### config.mk
export PLATFORM = sky130hd
export DESIGN_NAME = tape_ram_arbiter
export DESIGN_NICKNAME = d
export VERILOG_FILES = /design/src/rtl/tape_pkg.sv /design/src/rtl/tape_wr_fifo.sv /design/src/rtl/tape_ram_arbiter.sv
export SDC_FILE = /design/constraint.sdc
export NUM_CORES = 1
export LEC_CHECK = 0
export BUFFER_PORTS_ARGS = -buffer_cell sky130_fd_sc_hd__buf_2
export CAP_MARGIN = 5
export CORE_ASPECT_RATIO = 2
export CORE_MARGIN = 4
export CORE_UTILIZATION = 45
export DETAILED_ROUTE_END_ITERATION = 16
export GPL_TIMING_DRIVEN = 0
export PLACE_DENSITY_LB_ADDON = 0.05
export SKIP_LAST_GASP = 1
export SYNTH_ARGS = -nofsm -noshare
export SYNTH_HDL_FRONTEND = slang
export SYNTH_HIERARCHICAL = 1
export SYNTH_SLANG_ARGS = --single-unit
export TNS_END_PERCENT = 10
### constraint.sdc
create_clock -name clk -period 4.7 [get_ports clk]
set_clock_uncertainty 0.2 [all_clocks]
set_input_delay 1.175 -clock clk [delete_from_list [all_inputs] [get_ports clk]]
set_output_delay 1.175 -clock clk [all_outputs]
set_load 0.005 [all_outputs]
### src/rtl/tape_pkg.sv
// -----------------------------------------------------------------------------
// tape_pkg
// Types and constants shared by the tape RAM arbiter, its write FIFO and the
// cassette loader.
//   tape_state_e         : arbiter FSM encoding
//   tape_wr_t            : one queued loader write {addr, data}
//   LYNX_BASIC_LOAD_ADDR : default BASIC load address used by the loader
// -----------------------------------------------------------------------------
package tape_pkg;

  typedef enum logic [2:0] {
    ST_IDLE    = 3'd0,
    ST_HOLD    = 3'd1,
    ST_DRAIN   = 3'd2,
    ST_EXEC    = 3'd3,
    ST_RELEASE = 3'd4
  } tape_state_e;

  typedef struct packed {
    logic [15:0] addr;
    logic [7:0]  data;
  } tape_wr_t;

  localparam logic [15:0] LYNX_BASIC_LOAD_ADDR = 16'h694D;

endpackage

### src/rtl/tape_wr_fifo.sv
// -----------------------------------------------------------------------------
// tape_wr_fifo
// Synchronous show-ahead FIFO holding loader writes until the RAM port is free.
// Ports:
//   clk, reset     : clock, synchronous active-high reset (empties the FIFO)
//   i_push, i_wdata: enqueue one entry; ignored when full unless popping
//   i_pop          : dequeue head entry; ignored when empty
//   o_rdata        : head entry (valid while !o_empty)
//   o_full, o_empty, o_count : occupancy
// -----------------------------------------------------------------------------
module tape_wr_fifo
  import tape_pkg::*;
#(
  parameter int AW = 2
) (
  input  logic          clk,
  input  logic          reset,
  input  logic          i_push,
  input  tape_wr_t      i_wdata,
  input  logic          i_pop,
  output tape_wr_t      o_rdata,
  output logic          o_full,
  output logic          o_empty,
  output logic [AW:0]   o_count
);

  localparam int          DEPTH   = 1 << AW;
  localparam logic [AW:0] CNT_MAX = {1'b1, {AW{1'b0}}};
  localparam logic [AW:0] CNT_ONE = {{AW{1'b0}}, 1'b1};
  localparam logic [AW-1:0] PTR_ONE = {{(AW-1){1'b0}}, 1'b1};

  tape_wr_t        r_mem [DEPTH];
  logic [AW-1:0]   r_wr_ptr;
  logic [AW-1:0]   r_rd_ptr;
  logic [AW:0]     r_count;

  logic            w_do_pop;
  logic            w_do_push;

  assign o_full   = (r_count == CNT_MAX);
  assign o_empty  = (r_count == '0);
  assign o_count  = r_count;
  assign o_rdata  = r_mem[r_rd_ptr];

  // A pop frees a slot in the same cycle, so a full FIFO still accepts a
  // push that coincides with a pop.
  assign w_do_pop  = i_pop && !o_empty;
  assign w_do_push = i_push && (!o_full || w_do_pop);

  always_ff @(posedge clk) begin
    if (w_do_push) r_mem[r_wr_ptr] <= i_wdata;
  end

  always_ff @(posedge clk) begin
    if (reset) begin
      r_wr_ptr <= '0;
      r_rd_ptr <= '0;
      r_count  <= '0;
    end else begin
      if (w_do_push) r_wr_ptr <= r_wr_ptr + PTR_ONE;
      if (w_do_pop)  r_rd_ptr <= r_rd_ptr + PTR_ONE;
      case ({w_do_push, w_do_pop})
        2'b10:   r_count <= r_count + CNT_ONE;
        2'b01:   r_count <= r_count - CNT_ONE;
        default: r_count <= r_count;
      endcase
    end
  end

endmodule

### src/rtl/tape_ram_arbiter.sv
// -----------------------------------------------------------------------------
// tape_ram_arbiter
// Shares the main-RAM write port between the Z80 and the cassette loader.
// Loader writes are queued and drained whenever the CPU is off the bus; the
// CPU is held in WAIT during a download, and once the stream has finished and
// the queue is empty the captured execution address is pulsed out.
// Ports:
//   clk, reset                       : clock, synchronous active-high reset
//   ioctl_download                   : tape image download in progress
//   tape_wr/addr/dout/complete       : loader write stream + completion strobe
//   cpu_addr/dout/mreq_n/wr_n        : CPU memory bus
//   cpu_wait_n                       : CPU WAIT (active low)
//   ram_addr/din/we                  : registered RAM write port
//   exec_addr, exec_valid            : execution address + one-cycle strobe
//   fifo_ovf                         : sticky, a loader write was dropped
//   busy                             : FSM not idle
// The queued entry carries a 16-bit address, so ADDR_W is expected to be 16.
// -----------------------------------------------------------------------------
module tape_ram_arbiter
  import tape_pkg::*;
#(
  parameter int FIFO_AW = 2,
  parameter int ADDR_W  = 16
) (
  input  logic              clk,
  input  logic              reset,
  input  logic              ioctl_download,
  input  logic              tape_wr,
  input  logic [ADDR_W-1:0] tape_addr,
  input  logic [7:0]        tape_dout,
  input  logic              tape_complete,
  input  logic [ADDR_W-1:0] cpu_addr,
  input  logic [7:0]        cpu_dout,
  input  logic              cpu_mreq_n,
  input  logic              cpu_wr_n,
  output logic              cpu_wait_n,
  output logic [ADDR_W-1:0] ram_addr,
  output logic [7:0]        ram_din,
  output logic              ram_we,
  output logic [ADDR_W-1:0] exec_addr,
  output logic              exec_valid,
  output logic              fifo_ovf,
  output logic              busy
);

  tape_state_e        r_state, w_state_nxt;
  logic               r_wait_n, w_wait_n_nxt;

  logic               r_prev_wr;
  logic [ADDR_W-1:0]  r_prev_addr;

  logic [ADDR_W-1:0]  r_ram_addr;
  logic [7:0]         r_ram_din;
  logic               r_ram_we;

  logic [ADDR_W-1:0]  r_exec_addr;
  logic               r_exec_pending;
  logic               r_fifo_ovf;

  logic               w_push;
  logic               w_pop;
  logic               w_drop;
  tape_wr_t           w_wdata;
  tape_wr_t           w_rdata;
  logic               w_full;
  logic               w_empty;
  logic [FIFO_AW:0]   w_count;

  // The loader holds tape_wr high across consecutive bytes, so a new byte is
  // recognised by a rising tape_wr or an address change.
  assign w_push  = tape_wr && (!r_prev_wr || (tape_addr != r_prev_addr));
  assign w_wdata = '{addr: tape_addr, data: tape_dout};

  // CPU has absolute priority; the queue only drains on idle bus cycles.
  assign w_pop   = cpu_mreq_n && !w_empty;
  assign w_drop  = w_push && w_full && !w_pop;

  tape_wr_fifo #(.AW(FIFO_AW)) u_fifo (
    .clk     (clk),
    .reset   (reset),
    .i_push  (w_push),
    .i_wdata (w_wdata),
    .i_pop   (w_pop),
    .o_rdata (w_rdata),
    .o_full  (w_full),
    .o_empty (w_empty),
    .o_count (w_count)
  );

  // ---------------------------------------------------------------------------
  // FSM
  // ---------------------------------------------------------------------------
  always_comb begin
    w_state_nxt  = r_state;
    w_wait_n_nxt = r_wait_n;
    case (r_state)
      ST_IDLE: begin
        w_wait_n_nxt = 1'b1;
        if (ioctl_download) w_state_nxt = ST_HOLD;
      end
      ST_HOLD: begin
        // Only assert WAIT once the bus is idle, so a running CPU cycle
        // completes untouched; WAIT then stays low until RELEASE.
        if (cpu_mreq_n) w_wait_n_nxt = 1'b0;
        if (!ioctl_download) w_state_nxt = ST_DRAIN;
      end
      ST_DRAIN: begin
        // A push landing this cycle would leave the queue non-empty.
        if ((w_count == '0) && !w_push)
          w_state_nxt = r_exec_pending ? ST_EXEC : ST_RELEASE;
      end
      ST_EXEC: begin
        w_state_nxt = ST_RELEASE;
      end
      ST_RELEASE: begin
        w_wait_n_nxt = 1'b1;
        w_state_nxt  = ST_IDLE;
      end
      default: begin
        w_wait_n_nxt = 1'b1;
        w_state_nxt  = ST_IDLE;
      end
    endcase
  end

  always_ff @(posedge clk) begin
    if (reset) begin
      r_state  <= ST_IDLE;
      r_wait_n <= 1'b1;
    end else begin
      r_state  <= w_state_nxt;
      r_wait_n <= w_wait_n_nxt;
    end
  end

  // ---------------------------------------------------------------------------
  // Write detection history, exec address capture, overflow flag
  // ---------------------------------------------------------------------------
  always_ff @(posedge clk) begin
    if (reset) begin
      r_prev_wr      <= 1'b0;
      r_prev_addr    <= '0;
      r_exec_addr    <= '0;
      r_exec_pending <= 1'b0;
      r_fifo_ovf     <= 1'b0;
    end else begin
      r_prev_wr   <= tape_wr;
      r_prev_addr <= tape_addr;
      if ((r_state == ST_HOLD) && tape_complete) begin
        r_exec_addr    <= tape_addr;
        r_exec_pending <= 1'b1;
      end else if (r_state == ST_EXEC) begin
        r_exec_pending <= 1'b0;
      end
      if (w_drop) r_fifo_ovf <= 1'b1;
    end
  end

  // ---------------------------------------------------------------------------
  // Registered RAM port mux
  // ---------------------------------------------------------------------------
  always_ff @(posedge clk) begin
    if (reset) begin
      r_ram_addr <= '0;
      r_ram_din  <= '0;
      r_ram_we   <= 1'b0;
    end else if (!cpu_mreq_n) begin
      r_ram_addr <= cpu_addr;
      r_ram_din  <= cpu_dout;
      r_ram_we   <= ~cpu_wr_n;
    end else if (!w_empty) begin
      r_ram_addr <= w_rdata.addr;
      r_ram_din  <= w_rdata.data;
      r_ram_we   <= 1'b1;
    end else begin
      r_ram_we   <= 1'b0;
    end
  end

  assign cpu_wait_n = r_wait_n;
  assign ram_addr   = r_ram_addr;
  assign ram_din    = r_ram_din;
  assign ram_we     = r_ram_we;
  assign exec_addr  = r_exec_addr;
  assign exec_valid = (r_state == ST_EXEC);
  assign fifo_ovf   = r_fifo_ovf;
  assign busy       = (r_state != ST_IDLE);

endmodule

==> flow_metrics.py, run 1 <==
metrics = {
    "run_status": {
        "outcome": "completed",
    },
    "routing": {
        "drt_iter0_markers": 178,
        "wl_per_cell_um": 18.6,
        "routed_wl_um": 14700,
        "drt_pass1_iterations": 4,
        "vias": 4109,
        "drc": 0,
        "viasPerCell": 5.19,
        "drtAntennaViolNets": 0,
    },
    "critical_path": {
        "cpLargestDelayFamily": "simple AND/OR/NAND/NOR gates",
        "reg2reg_depth": 13,
        "reg2reg_from": "r_prev_addr[10]",
        "worstPathCellList": "buf_2 > xor2_1 > nor4_2 > nand3_1 > nor4_4 > nor2_1 > a21boi_2 > inv_1 > ha_1 > inv_1 > fa_1 > xor2_1 > or3_2 > a21oi_1",
        "critPathLaunch": "tape_addr[10]",
        "critPathSlowestCell": "or3_2",
        "cp_max_fo": 7,
        "crit_buf_inv": 3,
        "crit_cells": 14,
        "end_kind": "flop",
        "r2r_end": "u_fifo/o_count[2]",
        "max_stage_delay_ns": 0.41,
        "rrSetupSlack_ns": 1.38,
        "crit_arrival_ns": 4.10,
        "cp-start-kind": "primary input",
        "critical_path_class": "primary input to flop",
        "crit_path_end": "u_fifo/o_count[2]",
        "required_ns": 4.84,
    },
    "grt": {
        "grt_max_degree": 25,
        "grtUsageTotal": 0.186,
        "grt-ovfl-total": 0,
        "grt_pass1_vias": 4280,
        "grt_first_pass_wirelength_um": 23300,
        "antenna_found_initial": 0,
    },
    "die": {
        "coreArea_um2": 14400,
        "rows": 62,
        "die-area_um2": 16800,
        "io_pins": 100,
        "die_width_um": 93.7,
        "start_util": 0.458,
        "die_h_um": 179,
    },
    "synthesis": {
        "synth_enable_flop_cells": 96,
        "synth_seq_area_share": 0.657,
        "synth.avg_cell_area_um2": 14.0,
        "synthArstFlopShare": 0,
        "muxShareOfSynthArea": 0.124,
        "yosys_warnings": 6,
        "synth-xor-area-share": 0.0212,
        "synth-compound-area-share": 0.0598,
        "synthSimpleGateAreaFrac": 0.0967,
        "syn_nets": 532,
        "synth_top_family_by_area": "multiplexers",
        "ys.flop_type": "edfxtp_1",
        "synth_seq_cells": 169,
        "synth_cell_types": 47,
        "netlist_instances": 471,
        "synth_fa_ha_area_frac": 0.0125,
        "synth_area_um2": 6610,
    },
    "layout": {
        "nFillCells": 1271,
        "fin_area_um2": 7900,
        "instances_no_fill": 792,
        "syn_to_final_growth_pct": 19.5,
        "post-route-util": 0.548,
        "fin_nets": 648,
        "diodes": 0,
        "drive_above_1_share": 0.288,
    },
    "sta": {
        "fin_crit_ns": 3.96,
        "tightest_slew_ns": 0.738,
        "relSlewSlack": 0.508,
        "tns_ns": 0,
        "slew_violations": 0,
        "rsz0062_at_grt": "false",
        "setup_viol_count_final": 0,
        "fin_crit_sh": 0.842,
        "clock.fmax_mhz": 253,
        "hold_viol": 0,
    },
    "clock_tree": {
        "htreeDepth": 4,
        "cts_tree": "yes",
        "hold_buffers": 0,
        "cts_resized": 0,
        "clk_pin_slew_ns": 0.06,
        "post_cts_buffers": 0,
        "cts_buffers": 17,
        "max-clock-path-buffers": 2,
        "clk_latency_ns": 0.41,
        "cts-root-buf": "clkbuf_16",
        "cts_sinks": 169,
    },
    "flow_run": {
        "drv_cap": 0,
    },
    "placed_design": {
        "place_congestion": 0.749,
        "place_hpwl_um": 10400,
        "port_buffers": 97,
        "place_area_um2": 7340,
        "placedCellCount": 760,
    },
    "power": {
        "vdd_drop_max_mv": 0.270,
        "p_leak_nw": 3.04,
        "p_per_area_nw_per_um2": 477,
    },
    "min_path": {
        "hold_path_class": "flop to flop",
    },
}
layer usage:
metal / part of all wire / track usage / vias up
met1: 0.36 / 0.203 / 2037
met3: 0.048 / 0.0414 / 8
met5: 0 / 0 / -
li1: - / - / 1952
met4: 0.010 / 0.0550 / 0
met2: 0.58 / 0.349 / 112
worst min-delay path: cells and delay by family (launching register included):
kind             cells  cell delay [ns]
flip-flops           1             0.31
AO/OA/AOI/OAI        1             0.05
AND/OR/NAND/NOR      1             0.05
layout by cell type (no fill, tap or decap), drive strengths merged, types with 2 or more instances in the layout:
| cell type | n |
|---|---|
| buf | 108 |
| edfxtp | 96 |
| dfxtp | 73 |
| nand2 | 38 |
| clkbuf | 37 |
| nor2 | 36 |
| mux2i | 25 |
| a211oi | 24 |
| a21oi | 24 |
| mux4 | 24 |
| inv | 17 |
| nor2b | 15 |
| xor2 | 14 |
| nand2b | 9 |
| clkinv | 6 |
| ha | 5 |
| nor3 | 5 |
| o21ai | 5 |
| nand3 | 4 |
| and2 | 4 |
| a31oi | 3 |
| clkinvlp | 3 |
| or3 | 3 |
| nor4 | 3 |
| xnor2 | 2 |
| nand4 | 2 |
worst min path at each step:
stage                                to           from  cells after the start
after floorplan            exec_addr[0]   exec_addr[0]                      2
after global placement    exec_addr[14]  exec_addr[14]                      2
after detailed placement   exec_addr[5]   exec_addr[5]                      2
after CTS                  exec_addr[5]   exec_addr[5]                      2
after global routing      exec_addr[13]  exec_addr[13]                      2
final                     exec_addr[13]  exec_addr[13]                      2
Yosys cell counts (14+ instances only):
cell | count | share of area
xor2_1 | 14 | 0.019
a21oi_1 | 24 | 0.018
nand2_1 | 38 | 0.022
edfxtp_1 | 96 | 0.44
inv_1 | 14 | 0.0079
a211oi_1 | 24 | 0.027
dfxtp_1 | 73 | 0.22
mux2i_1 | 25 | 0.038
nor2_1 | 36 | 0.020
clkbuf_1 | 17 | 0.0097
mux4_2 | 21 | 0.072
nor2b_1 | 14 | 0.013
sequential cells by signal (all words and copies together), names as in the netlist, 2 cells and up, named ones only:
name             count
ram_addr            16
u_fifo/r_rd_ptr      2
ram_din              8
r_prev_addr         16
exec_addr           16
r_state              3
u_fifo/r_wr_ptr      2
u_fifo/o_count       3
u_fifo/r_mem        96
power by group:
part           internal [mW]  switching (mW)
sequential              1.69          0.0553
combinational          0.333           0.381
clock                  0.750           0.562
cells by family after synthesis:
family	count (synthesis)
xor+xnor	16
simple gates	125
fa+ha+maj	6
compound gates	62
mux	50
flops	169
buf+inv	43
final cells by class:
cell class                 instances  area (µm²)  share of cell area
clock buffer                      20         447              0.0565
inverter                          15        56.3             0.00712
clock inverter                    12         119              0.0150
timing repair buffer              97         485              0.0614
tap                              192         240              0.0304
buffer                            28         136              0.0173
sequential                       169        4340               0.550
multi-input combinational        259        2070               0.263
metrics by stage:
step                power [mW]  setup slack, ns  hold slack [ns]
floorplan                 2.28            0.823            0.253
global placement          2.48            0.331            0.240
detailed placement        2.51            0.276            0.248
CTS                       3.83            0.716            0.258
global route              3.96            0.555            0.279
finish                    3.77            0.741            0.255
(Power assumes the default switching activity.)
==> inputs of run 2 (changes only) <==
clock period = 3.3 ns   (was 4.7 ns; I/O delays follow)
==> run 2 against run 1 <==
Net effect: sequential cell count unchanged; routed wire length shrank 3.1%; combinational power rose by 44%; hold slack got worse by 0.00059 ns; non-clock buffer count increased by 4; critical path type unchanged; largest power group unchanged.
==> flow_metrics.py, run 2 (synthesis results as in run 1) <==
metrics = {
    "run_status": {
        "outcome": "completed",
    },
    "routing": {
        "viasPerCell": 5.13,
        "drt_pass1_iterations": 5,
        "routed_wl_um": 14300,
        "drc": 0,
        "wl_per_cell_um": 17.9,
        "drt_iter0_markers": 143,
        "drtAntennaViolNets": 0,
        "vias": 4086,
    },
    "power": {
        "p_comb_frac": 0.191,
        "p_leak_nw": 3.09,
        "p_seq_frac": 0.459,
        "clkPwrFrac": 0.350,
        "p_per_area_nw_per_um2": 679,
        "vdd_drop_max_mv": 0.392,
        "p_int_mw": 3.99,
        "p_sw_mw": 1.43,
        "swShare": 0.264,
    },
    "clock_tree": {
        "clk_latency_ns": 0.41,
        "hold_buffers": 0,
        "clk_pin_slew_ns": 0.06,
        "htreeDepth": 4,
        "cts_sinks": 169,
        "cts_buffers": 17,
        "cts-root-buf": "clkbuf_16",
        "max-clock-path-buffers": 2,
        "cts_tree": "yes",
    },
    "die": {
        "start_util": 0.458,
        "die-area_um2": 16800,
        "die_width_um": 93.7,
        "io_pins": 100,
        "coreArea_um2": 14400,
        "die_h_um": 179,
        "rows": 62,
    },
    "placed_design": {
        "place_area_um2": 7350,
        "place_congestion": 0.784,
        "placedCellCount": 760,
        "place_hpwl_um": 10200,
        "port_buffers": 97,
    },
    "critical_path": {
        "cp_max_fo": 7,
        "reg2reg_depth": 13,
        "max_stage_delay_ns": 0.35,
        "crit_path_end": "u_fifo/o_count[2]",
        "crit_cells": 15,
        "crit_arrival_ns": 3.34,
        "end_kind": "flop",
        "crit_buf_inv": 4,
        "cp-start-kind": "primary input",
        "cpLargestDelayFamily": "simple AND/OR/NAND/NOR gates",
        "r2r_end": "u_fifo/o_count[2]",
        "reg2reg_from": "u_fifo/o_count[1]",
        "rrSetupSlack_ns": 0.38,
        "required_ns": 3.44,
        "critical_path_class": "primary input to flop",
        "critPathSlowestCell": "fa_2",
        "worstPathCellList": "buf_4 > xor2_1 > nor4_2 > buf_4 > nand3_4 > nor4_4 > nor2_1 > a21boi_4 > inv_2 > ha_4 > inv_2 > fa_2 > xor2_1 > or3_4 > a21oi_1",
        "critPathLaunch": "tape_addr[14]",
    },
    "grt": {
        "grt_max_degree": 25,
        "grt_pass1_vias": 4344,
        "grt_first_pass_wirelength_um": 22800,
        "antenna_found_initial": 0,
        "grtUsageTotal": 0.178,
        "grt-ovfl-total": 0,
    },
    "layout": {
        "regMostFlops": "u_fifo/r_mem",
        "instances_no_fill": 796,
        "fin_area_um2": 7980,
        "fin_nets": 652,
        "largest_reg_flops": 96,
        "diodes": 0,
        "layout_commonest_cell": "buf_2",
        "final_cell_mix": "103 x buf_2, 96 x edfxtp_1, 73 x dfxtp_1",
        "drive_above_1_share": 0.303,
        "syn_to_final_growth_pct": 20.7,
    },
    "sta": {
        "tns_ns": 0,
        "relSlewSlack": 0.528,
        "holdWs_ns": 0.254,
        "fin_crit_ns": 3.20,
        "fin_crit_sh": 0.969,
        "hold_viol": 0,
        "slew_violations": 0,
        "setup_viol_count_final": 0,
        "rsz0062_at_grt": "false",
        "tightest_slew_ns": 0.708,
        "clock.fmax_mhz": 313,
    },
    "min_path": {
        "hold_path_class": "flop to flop",
    },
    "flow_run": {
        "drv_cap": 0,
    },
}
[run 2: worst reg2reg max path: stages (launching register included)]
cell and delay [ns]:
dfxtp_1 0.36, nor3_1 0.30, buf_2 0.32, nand2b_1 0.21, inv_1 0.09, inv_1 0.09
a21boi_4 0.06, inv_2 0.07, ha_4 0.13, inv_2 0.04, fa_2 0.35, xor2_1 0.18
or3_4 0.32, a21oi_1 0.12
[run 2: worst min path at each step]
| stage | from | endpoint | cells past startpoint |
|---|---|---|---|
| after global routing | exec_addr[6] | exec_addr[6] | 2 |
| after CTS | exec_addr[6] | exec_addr[6] | 2 |
| after global placement | exec_addr[15] | exec_addr[15] | 2 |
| after floorplan | exec_addr[0] | exec_addr[0] | 2 |
| final | exec_addr[13] | exec_addr[13] | 2 |
| after detailed placement | exec_addr[6] | exec_addr[6] | 2 |
[run 2: final cells by class]
type                       instances  area [µm²]
multi-input combinational        259        2110
tap                              192         240
timing repair buffer             101         518
inverter                          15        56.3
sequential                       169        4340
fill                            1283        6450
clock inverter                    12         113
clock buffer                      20         457
buffer                            28         136
[run 2: metal layers]
metal,global-route usage,up-vias,wire [µm]
met4,0.0532,0,97
li1,-,1967,-
met1,0.197,2017,5430
met2,0.336,96,8230
met3,0.0331,6,522
met5,0,-,0
[run 2: stage by stage]
stage,setup slack (ns),power (mW),utilization
after floorplan,0.0209,3.25,-
after global placement,-0.538,3.55,0.510
after detailed placement,-0.593,3.58,0.510
after CTS,0.00279,5.50,0.553
after global routing,0.0108,5.70,0.553
final,0.103,5.42,0.553
[run 2: timing repair]
action	CTS	global route
buffers inserted	4	0
gates resized for setup	5	0
setup endpoints to repair	1	1
pin swaps	5	1
[run 2: power by group through the flow]
stage,clock network (mW),logic (mW),registers [mW]
after floorplan,0,0.730,2.52
after global placement,0,1.03,2.52
after detailed placement,0,1.05,2.53
after CTS,1.95,1.06,2.49
after global routing,2.05,1.14,2.51
final,1.89,1.03,2.49
